===== config.mk =====
export PLATFORM = sky130hd
export DESIGN_NAME = lut_fractured_scan
export DESIGN_NICKNAME = d
export VERILOG_FILES = /design/src/rtl/lut_fractured_scan.sv
export SDC_FILE = /design/constraint.sdc
export NUM_CORES = 1
export LEC_CHECK = 0
export BUFFER_PORTS_ARGS = -buffer_cell sky130_fd_sc_hd__buf_4
export CELL_PAD_IN_SITES_DETAIL_PLACEMENT = 1
export CELL_PAD_IN_SITES_GLOBAL_PLACEMENT = 2
export CORE_MARGIN = 8
export CORE_UTILIZATION = 40
export CTS_CLUSTER_DIAMETER = 100
export DETAILED_ROUTE_END_ITERATION = 10
export GPL_TIMING_DRIVEN = 0
export PLACE_DENSITY_LB_ADDON = 0.1
export SLEW_MARGIN = 20
export SYNTH_ARGS = -nofsm -noshare
export SYNTH_HDL_FRONTEND = slang
export SYNTH_SLANG_ARGS = --single-unit

===== constraint.sdc =====
create_clock -name config_clk -period 2.1 [get_ports config_clk]
set_clock_uncertainty 0.1 [all_clocks]
set_input_delay 0.42 -clock config_clk [delete_from_list [all_inputs] [get_ports config_clk]]
set_output_delay 0.42 -clock config_clk [all_outputs]
set_load 0.02 [all_outputs]

===== src/rtl/lut_fractured_scan.sv =====
// Purpose : fractured LUT with a chainable bit-serial config scan path and a shadow/active truth table.
// Latency : out follows addr combinationally (REGISTERED_OUT=0) or one config_clk later (REGISTERED_OUT=1).
// Backpr. : none; the shift is always accepted, and a commit while not full is dropped and flagged in config_err.
module lut_fractured_scan #(
    parameter int INPUTS         = 4,
    parameter int FRACTURING     = 1,
    parameter int CFG_WIDTH      = 1,
    parameter int REGISTERED_OUT = 0
) (
    input  logic                        config_clk,
    input  logic                        config_rst_n,
    input  logic [INPUTS-1:0]           addr,
    output logic [(2**FRACTURING):0]    out,
    input  logic                        config_en,
    input  logic [CFG_WIDTH-1:0]        config_in,
    output logic [CFG_WIDTH-1:0]        config_out,
    input  logic                        config_commit,
    output logic                        config_full,
    output logic                        config_valid,
    output logic                        config_err
);

    localparam int MEM_SIZE = 1 << INPUTS;
    localparam int WORDS    = MEM_SIZE / CFG_WIDTH;
    localparam int NSUB     = 1 << FRACTURING;
    localparam int SUBW     = INPUTS - FRACTURING;
    localparam int CNT_W    = $clog2(WORDS + 1);

    localparam logic [CNT_W-1:0] WORDS_C = CNT_W'(WORDS);

    // Control states; the state always tracks the saturating word counter.
    localparam logic [1:0] ST_EMPTY   = 2'd0;
    localparam logic [1:0] ST_FILLING = 2'd1;
    localparam logic [1:0] ST_FULL    = 2'd2;

    // Stop elaboration on a fracture depth or scan width the table cannot support.
    generate
        if (FRACTURING < 0 || FRACTURING >= INPUTS || CFG_WIDTH < 1 ||
            (MEM_SIZE % CFG_WIDTH) != 0) begin : g_param_check
            $error("lut_fractured_scan: illegal INPUTS/FRACTURING/CFG_WIDTH combination");
        end
    endgenerate

    logic [MEM_SIZE-1:0] shadow_q, shadow_d;
    logic [MEM_SIZE-1:0] active_q, active_d;
    logic [CNT_W-1:0]    count_q, count_d;
    logic [1:0]          state_q, state_d;
    logic                valid_q, valid_d;
    logic                err_q, err_d;
    logic                commit_ok;
    logic [NSUB:0]       eval;

    // Shadow scan shift: new words enter at the top, so the first word sent ends up at the bottom.
    generate
        if (CFG_WIDTH == MEM_SIZE) begin : g_shift_whole
            always_comb begin
                shadow_d = shadow_q;
                if (config_en) begin
                    shadow_d = config_in;
                end
            end
        end else begin : g_shift_part
            always_comb begin
                shadow_d = shadow_q;
                if (config_en) begin
                    shadow_d = {config_in, shadow_q[MEM_SIZE-1:CFG_WIDTH]};
                end
            end
        end
    endgenerate

    // Commit, counter and flag next-state; a commit is honoured only when the shadow holds a full table.
    always_comb begin
        commit_ok = config_commit && (count_q == WORDS_C);
        count_d   = count_q;
        active_d  = active_q;
        valid_d   = valid_q;
        err_d     = err_q;
        if (commit_ok) begin
            active_d = shadow_q;
            valid_d  = 1'b1;
            err_d    = 1'b0;
            count_d  = config_en ? CNT_W'(1) : '0;
        end else begin
            if (config_commit) begin
                err_d = 1'b1;
            end
            if (config_en && (count_q != WORDS_C)) begin
                count_d = count_q + CNT_W'(1);
            end
        end
        if (count_d == '0) begin
            state_d = ST_EMPTY;
        end else if (count_d == WORDS_C) begin
            state_d = ST_FULL;
        end else begin
            state_d = ST_FILLING;
        end
    end

    // Configuration and control registers.
    always_ff @(posedge config_clk or negedge config_rst_n) begin
        if (!config_rst_n) begin
            shadow_q <= '0;
            active_q <= '0;
            count_q  <= '0;
            state_q  <= ST_EMPTY;
            valid_q  <= 1'b0;
            err_q    <= 1'b0;
        end else begin
            shadow_q <= shadow_d;
            active_q <= active_d;
            count_q  <= count_d;
            state_q  <= state_d;
            valid_q  <= valid_d;
            err_q    <= err_d;
        end
    end

    // Table lookup from the active copy only; sub-LUT k covers the k-th slice of S entries.
    always_comb begin
        logic [INPUTS-1:0] idx;
        eval = '0;
        idx  = '0;
        if (valid_q) begin
            eval[0] = active_q[addr];
            for (int k = 0; k < NSUB; k++) begin
                idx            = INPUTS'(k) << SUBW;
                idx[SUBW-1:0]  = addr[SUBW-1:0];
                eval[k+1]      = active_q[idx];
            end
        end
    end

    generate
        if (REGISTERED_OUT != 0) begin : g_out_reg
            logic [NSUB:0] out_q;
            // Optional output pipeline stage on the config clock.
            always_ff @(posedge config_clk or negedge config_rst_n) begin
                if (!config_rst_n) begin
                    out_q <= '0;
                end else begin
                    out_q <= eval;
                end
            end
            assign out = out_q;
        end else begin : g_out_comb
            assign out = eval;
        end
    endgenerate

    assign config_out   = shadow_q[CFG_WIDTH-1:0];
    assign config_full  = (state_q == ST_FULL);
    assign config_valid = valid_q;
    assign config_err   = err_q;

endmodule


# Word-level counts from Yosys, hierarchy flattened
# Index checks and enable logic that the tools add are counted.
[totals] out_inout_bits=7 reg_bits=41
[classes] add_sub_neg=1 n_eq_ne=4 n_reduce_logical=4 muxes=14 order_cmp=3
[op_table] cell="$eq A5 B5 Y1 const B" count=2
[op_table] cell="$lt A4 B5 Y1 const B" count=2
[op_table] cell="$mux W5" count=2
[op_table] cell="$bmux W1 S3" count=2
[op_table] cell="$mux W1" count=6
[op_table] cell="$add A5 B1 Y5 const B" count=1
[op_table] cell="$logic_not A5 Y1" count=1
[op_table] cell="$lt A3 B5 Y1 const B" count=1
[op_table] cell="$ne A5 B5 Y1 const B" count=1
[op_table] cell="$bmux W1 S4" count=1
[op_table] cell="$mux W2" count=2
[op_table] cell="$mux W3" count=1
[op_table] cell="$eq A2 B2 Y1 const B" count=1
[op_table] cell="$logic_and A1 B1 Y1" count=2
[op_table] cell="$reduce_bool A2 Y1" count=1

# Depth between registers and ports, before layout
# Gate-level depths: netlist of the first run.
[depth] word_depth=7 mapped_depth=6 depth_no_buf=6

# Least setup slack after synthesis of the first run
# OpenSTA, ideal clock, no wires.
[synth_timing] path_kind="input -> output" from="in addr[0]" to="out out[0]" cell_stages=5 path_slack_ns=-0.305 t_arrival_ns=1.885 path_buffers=1 path_cell_list="buf_4 > mux4_2 > nor2_1 > a311oi_1 > o2bb2ai_1"
[synth_via] elab_chain_len=3
[synth_lines] element="from (decl)" line_no="12" rtl="input logic [INPUTS-1:0] addr,"
[synth_lines] element="$bmux W1 S4" line_no="126" rtl="eval[0] = active_q[addr];"
[synth_lines] element="$mux W1 (not written as such)" line_no="126"
[synth_lines] element="$mux W3" line_no="125" rtl="if (valid_q) begin"
[synth_lines] element="to (decl)" line_no="13" rtl="output logic [(2**FRACTURING):0] out,"
# Every way passes these cells. The select of a mux whose other input is x is not followed.

# Final worst setup path of the first run
[layout_timing] from="reg active_q[5]" to="out out[0]"
[layout_via] elab_chain_len=3
[layout_lines] element="from (decl)" line_no="45" rtl="logic [MEM_SIZE-1:0] active_q, active_d;"
[layout_lines] element="from (signal assigned)" line_no="112" rtl="active_q <= active_d;"
[layout_lines] element="$bmux W1 S4" line_no="126"
[layout_lines] element="$mux W1 (not written as such)" line_no="126"
[layout_lines] element="$mux W3" line_no="125"
# Every way passes these cells. The select of a mux whose other input is x is not followed.

==> qor.yml, run 1 <==
setup_path:
  reg2reg_slack_ps: 220
  r2r_end: "state_q[1]"
  crit_end: "out[0]"
  cp-end-kind: "output pin"
  critical_path_class: "register to output pin"
  required_ps: 1580
  crit_start: "active_q[5]"
  crit_slowest_cell: "mux4_2"
  arrival_ps: 1560
  crit_fanout: 2
  crit_path_max_incr_delay_ps: 480
  rr_worst_depth: 6
  rr_startpoint: "count_q[0]"
  crit_chain: "mux4_2 -> nor2_2 -> a311oi_2 -> o2bb2ai_2 -> buf_6"
  start_kind: "register"
layout:
  fin_util_pct: 47.82
  final_cell_mix: "dfrtp_1 (41), mux2_2 (26), buf_4 (14)"
  nets: 159
  num_antenna_cells: 0
  syn_to_final_growth_pct: 14.92
  layout.cells.non_filler: 199
  layout_commonest_cell: "dfrtp_1"
  final_layout_size_suffix_gt1_share_pct: 38.78
synthesis:
  synthCells: 128
  synth_seq_cells: 41
  yosysSeqAreaShare_pct: 56.63
  synth-edff-count: 0
  syn-num-nets: 139
  synthArstFlopShare_pct: 100.0
  synth_area_um2: 1812
  ys_dominant_reg_cell: "dfrtp_1"
  synth.distinct_cells: 36
  syn_area_per_cell_um2: 14.15
  yosysWarnings: 0
die:
  ios: 16
  die_x_um: 83.30
  coreArea_um2: 4354
  die_h_um: 83.30
  num_rows: 24
  die-area_um2: 6939
  initial_utilization_pct: 41.61
drt:
  drt_iter0_markers: 22
  drtAntennaViolNets: 0
  drtPass1Iterations: 2
  viasPerCell: 5.362
  finalWirelength_mm: 3.343
  vias: 1067
  drc: 0
  wl_per_cell_um: 16.80
grt:
  grt_max_degree: 42
  grt_overflow: 0
  grt_pass1_vias: 1172
  grt_pass1_wl_mm: 6.037
  track_usage_pct: 10.70
  antenna_found_initial: 0
sta:
  period_share_pct: 99.25
  slew_viol_final: 0
  setup_ws_ps: 15.65
  max_slew_margin_pct: 64.32
  fmax_ghz: 0.4798
  final.setup.tns_ps: 0
  finalSetupViolCount: 0
  hold_violations: 0
  rsz0062_at_grt: "yes"
  tightest_slew_ps: 535.2
  fin_crit_ps: 2084
pwr:
  vdd_drop_max_mv: 0.4564
  cellLeakagePower_uw: 0.0009525
  p_per_area_nw_per_um2: 1193
placed_design:
  io_buffers: 13
  dp_hpwl_mm: 2.472
  place_ws_ps: -6.581
  place_inst: 193
  gp_congestion: 0.7557
cts:
  cts.sinks: 41
  path_clk_slew_ps: 70
  clockRootBuffer: "clkbuf_8"
  cts_buffers: 5
  htree_levels: 2
  clk_latency_ps: 280
  cts_tree: "yes"
  cts_buffer_depth: 2
worst_hold_path:
  hp-class: "primary input to async pin"
outcome:
  status: "finished clean"
job:
  cap_violations: 0
==> power by group <==
part           leakage (uW)  switching [uW]  internal (uW)
Clock             0.0000399             243            219
Combinational      0.000401             286            415
Sequential         0.000512             224           1100
==> what timing repair did <==
action / 4_1_cts / 5_1_grt
pin swaps: 2 / 0
resized for setup: 3 / 1
hold buffers: 0 / 0
setup buffers: 1 / 0
endpoints found under the setup margin: 2 / 9
==> flip-flops by register name (all words and copies together), names as in the netlist <==
| name | flops |
|---|---|
| count_q | 5 |
| shadow_q | 16 |
| config_valid | 1 |
| config_err | 1 |
| active_q | 16 |
| state_q | 2 |
==> per-layer routing <==
layer | global-route usage, % | routed length, um
met5 | 0 | 0
met4 | 4.313 | 48
met2 | 15.91 | 1501
met1 | 13.66 | 1638
met3 | 3.906 | 155
==> Yosys cell counts (3+ instances only) <==
| cell type | instances | area share (%) |
|---|---|---|
| mux2i_1 | 4 | 2.2 |
| nand2_1 | 3 | 0.62 |
| mux2_2 | 26 | 16 |
| dfrtp_1 | 41 | 57 |
| inv_1 | 3 | 0.62 |
| mux2_1 | 7 | 4.4 |
| nand2b_1 | 3 | 1.0 |
| nor2_1 | 3 | 0.62 |
==> per-stage QoR <==
stage          hold slack [ps]  total power, uW  instance area, um2
2_1_floorplan            24.41             1780                1824
3_3_place_gp             324.9             1977                1987
3_5_place_dp             345.2             2031                1987
4_1_cts                  31.22             2526                2078
5_1_grt                  41.16             2681                2082
6_report                 3.875             2484                2082
==> cell type report <==
class	count	area (um2)
Multi-Input combinational cell	79	777.0
Inverter	3	11.26
Clock buffer	5	68.82
Clock inverter	1	5.005
Tap cell	52	65.06
Fill cell	453	2272
Buffer	4	20.02
Timing Repair Buffer	14	108.9
Sequential cell	41	1026
==> how the worst min path moves through the flow <==
stage,from,end,slack (ps),cells after the start
floorplan,config_rst_n,active_q[0],20,0
global placement,config_rst_n,active_q[13],320,1
detailed placement,config_rst_n,active_q[13],350,1
CTS,config_rst_n,active_q[13],30,1
global route,config_rst_n,active_q[13],40,1
finish,config_rst_n,active_q[13],4,1
==> cells by family (layout without fill, tap and decap cells) <==
| kind of cell | after synthesis | after routing | synth area share, % |
|---|---|---|---|
| xor gates and xnor gates | 2 | 2 | 0.9670 |
| adders and majority gates | 2 | 2 | 1.381 |
| muxes | 39 | 39 | 25.21 |
| DFF | 41 | 41 | 56.63 |
| and+or+nand+nor | 24 | 24 | 8.979 |
| AOI/OAI and AO/OA | 12 | 12 | 4.835 |
| buffers and inverters | 8 | 27 | 2.003 |
==> worst max-delay path: cells and delay by family, from the launching register on <==
family	cells	cell delay [ps]
AOI/OAI and AO/OA	2	210
muxes	1	480
and+or+nand+nor	1	100
buffers and inverters	1	130
DFF	1	380
Power figures use the tool's default switching activity.
==> inputs of run 2 (changes only) <==
Settings changed: MAX_ROUTING_LAYER set to met4.
==> run 2 against run 1 <==
Compared with the run above: register-to-register slack hardly changed; combinational power hardly changed; count of clock-buffer cells in the layout stayed put; sequential cell count stayed put; die area stayed put; maximum frequency is 0.23% lower; clock power hardly changed; critical path type unchanged; critical endpoint unchanged; largest cell class unchanged.
==> qor.yml, run 2 (same netlist as run 1, synthesis figures left out) <==
drt:
  drc: 0
  viasPerCell: 5.352
  finalWirelength_mm: 3.343
  vias: 1065
  drt_iter0_markers: 39
  wl_per_cell_um: 16.80
  drtPass1Iterations: 2
  drtAntennaViolNets: 0
grt:
  track_usage_pct: 11.04
  grt_pass1_wl_mm: 6.058
  use_met3_pct: 3.906
  antenna_found_initial: 0
  grt_pass1_vias: 1175
  grt_busiest_layer: "met2"
  use_met1_pct: 13.84
  grt_max_degree: 42
  grt_overflow: 0
  grt_util_met2_pct: 15.84
die:
  initial_utilization_pct: 41.61
  die-area_um2: 6939
  die_h_um: 83.30
  die_x_um: 83.30
  num_rows: 24
  ios: 16
  coreArea_um2: 4354
setup_path:
  crit_chain: "mux4_2 -> nor2_2 -> a311oi_2 -> o2bb2ai_2 -> buf_6"
  start_kind: "register"
  critical_path_class: "register to output pin"
  crit_fanout: 2
  cp-end-kind: "output pin"
  crit_path_max_incr_delay_ps: 480
  required_ps: 1580
  cp_top_family: "multiplexers"
  arrival_ps: 1570
  crit_slowest_cell: "mux4_2"
  path_buf_inv: 1
pwr:
  vdd_drop_max_mv: 0.4567
  cellLeakagePower_uw: 0.0009525
  finalPower_uw: 2487
  p_per_area_nw_per_um2: 1194
layout:
  syn_to_final_growth_pct: 14.92
  layout_commonest_cell: "dfrtp_1"
  num_antenna_cells: 0
  final_layout_size_suffix_gt1_share_pct: 38.78
  fin_util_pct: 47.82
  nets: 159
  reg_top3: "active_q x16, shadow_q x16, count_q x5"
  final_cell_mix: "dfrtp_1 (41), mux2_2 (26), buf_4 (14)"
sta:
  rsz0062_at_grt: "yes"
  tightest_slew_ps: 531.9
  setup_ws_ps: 10.92
  finalSetupViolCount: 0
  fin_crit_ps: 2089
  slew_viol_final: 0
  fmax_ghz: 0.4787
  max_slew_margin_pct: 64.54
  hold_violations: 0
  period_share_pct: 99.48
placed_design:
  io_buffers: 13
  gp_congestion: 0.7654
  dp_hpwl_mm: 2.472
  place_ws_ps: -6.581
worst_hold_path:
  hp-class: "primary input to async pin"
cts:
  clockRootBuffer: "clkbuf_8"
  path_clk_slew_ps: 70
  cts_buffers: 5
  cts_buffer_depth: 2
  clk_latency_ps: 280
  cts_hold_buf: 0
  cts.sinks: 41
  cts_tree: "yes"
  htree_levels: 2
outcome:
  status: "finished clean"
job:
  cap_violations: 0
## run 2: worst paths after layout
kind / startpoint / to / slack, ps / cells past startpoint
setup reg to reg: count_q[0] / state_q[1] / 220 / 6
min in group config_clk: config_in / shadow_q[15] / 270 / 2
max in group asynchronous: config_rst_n / config_err / 1530 / 1
hold / removal: config_rst_n / active_q[13] / 5 / 1
hold reg to reg: config_err / config_err / 390 / 1
setup / recovery: active_q[5] / out[0] / 10 / 5
## run 2: routing by layer
layer,part of all wire [%],vias to the layer above
met5,0,-
met4,1.4,0
met3,4.6,5
met2,45,18
met1,49,542
li1,-,500
## run 2: report_power, final
group          switching (uW)  leakage (uW)  internal [uW]
sequential                225      0.000512           1100
clock                     244     0.0000399            219
combinational             286      0.000401            415
total                     755      0.000953           1730
## run 2: what timing repair did
action,in CTS,in global routing
pin swaps,2,0
gates resized for setup,3,1
buffers inserted,1,0
endpoints found under the hold margin,0,0
endpoints found under the setup margin,2,9
## run 2: area by class of cell
class                   instances  area (um2)
inverters                       3       11.26
clock buffers                   5       68.82
clock inverters                 1       5.005
flip-flops and latches         41        1026
fillers                       453        2272
repair buffers                 14       108.9
multi-input cells              79       777.0
plain buffers                   4       20.02
well taps                      52       65.06
## run 2: stage by stage
step                      setup TNS [ps]  instances  instance area (um2)  hold slack [ps]
final                                  0        199                 2082            5.079
after global routing              -87.61        199                 2082            41.97
after CTS                         -27.20        200                 2078            31.22
after detailed placement          -6.581        193                 1987            345.2
after global placement                 0        193                 1987            324.9
after floorplan                        0        128                 1824            24.41
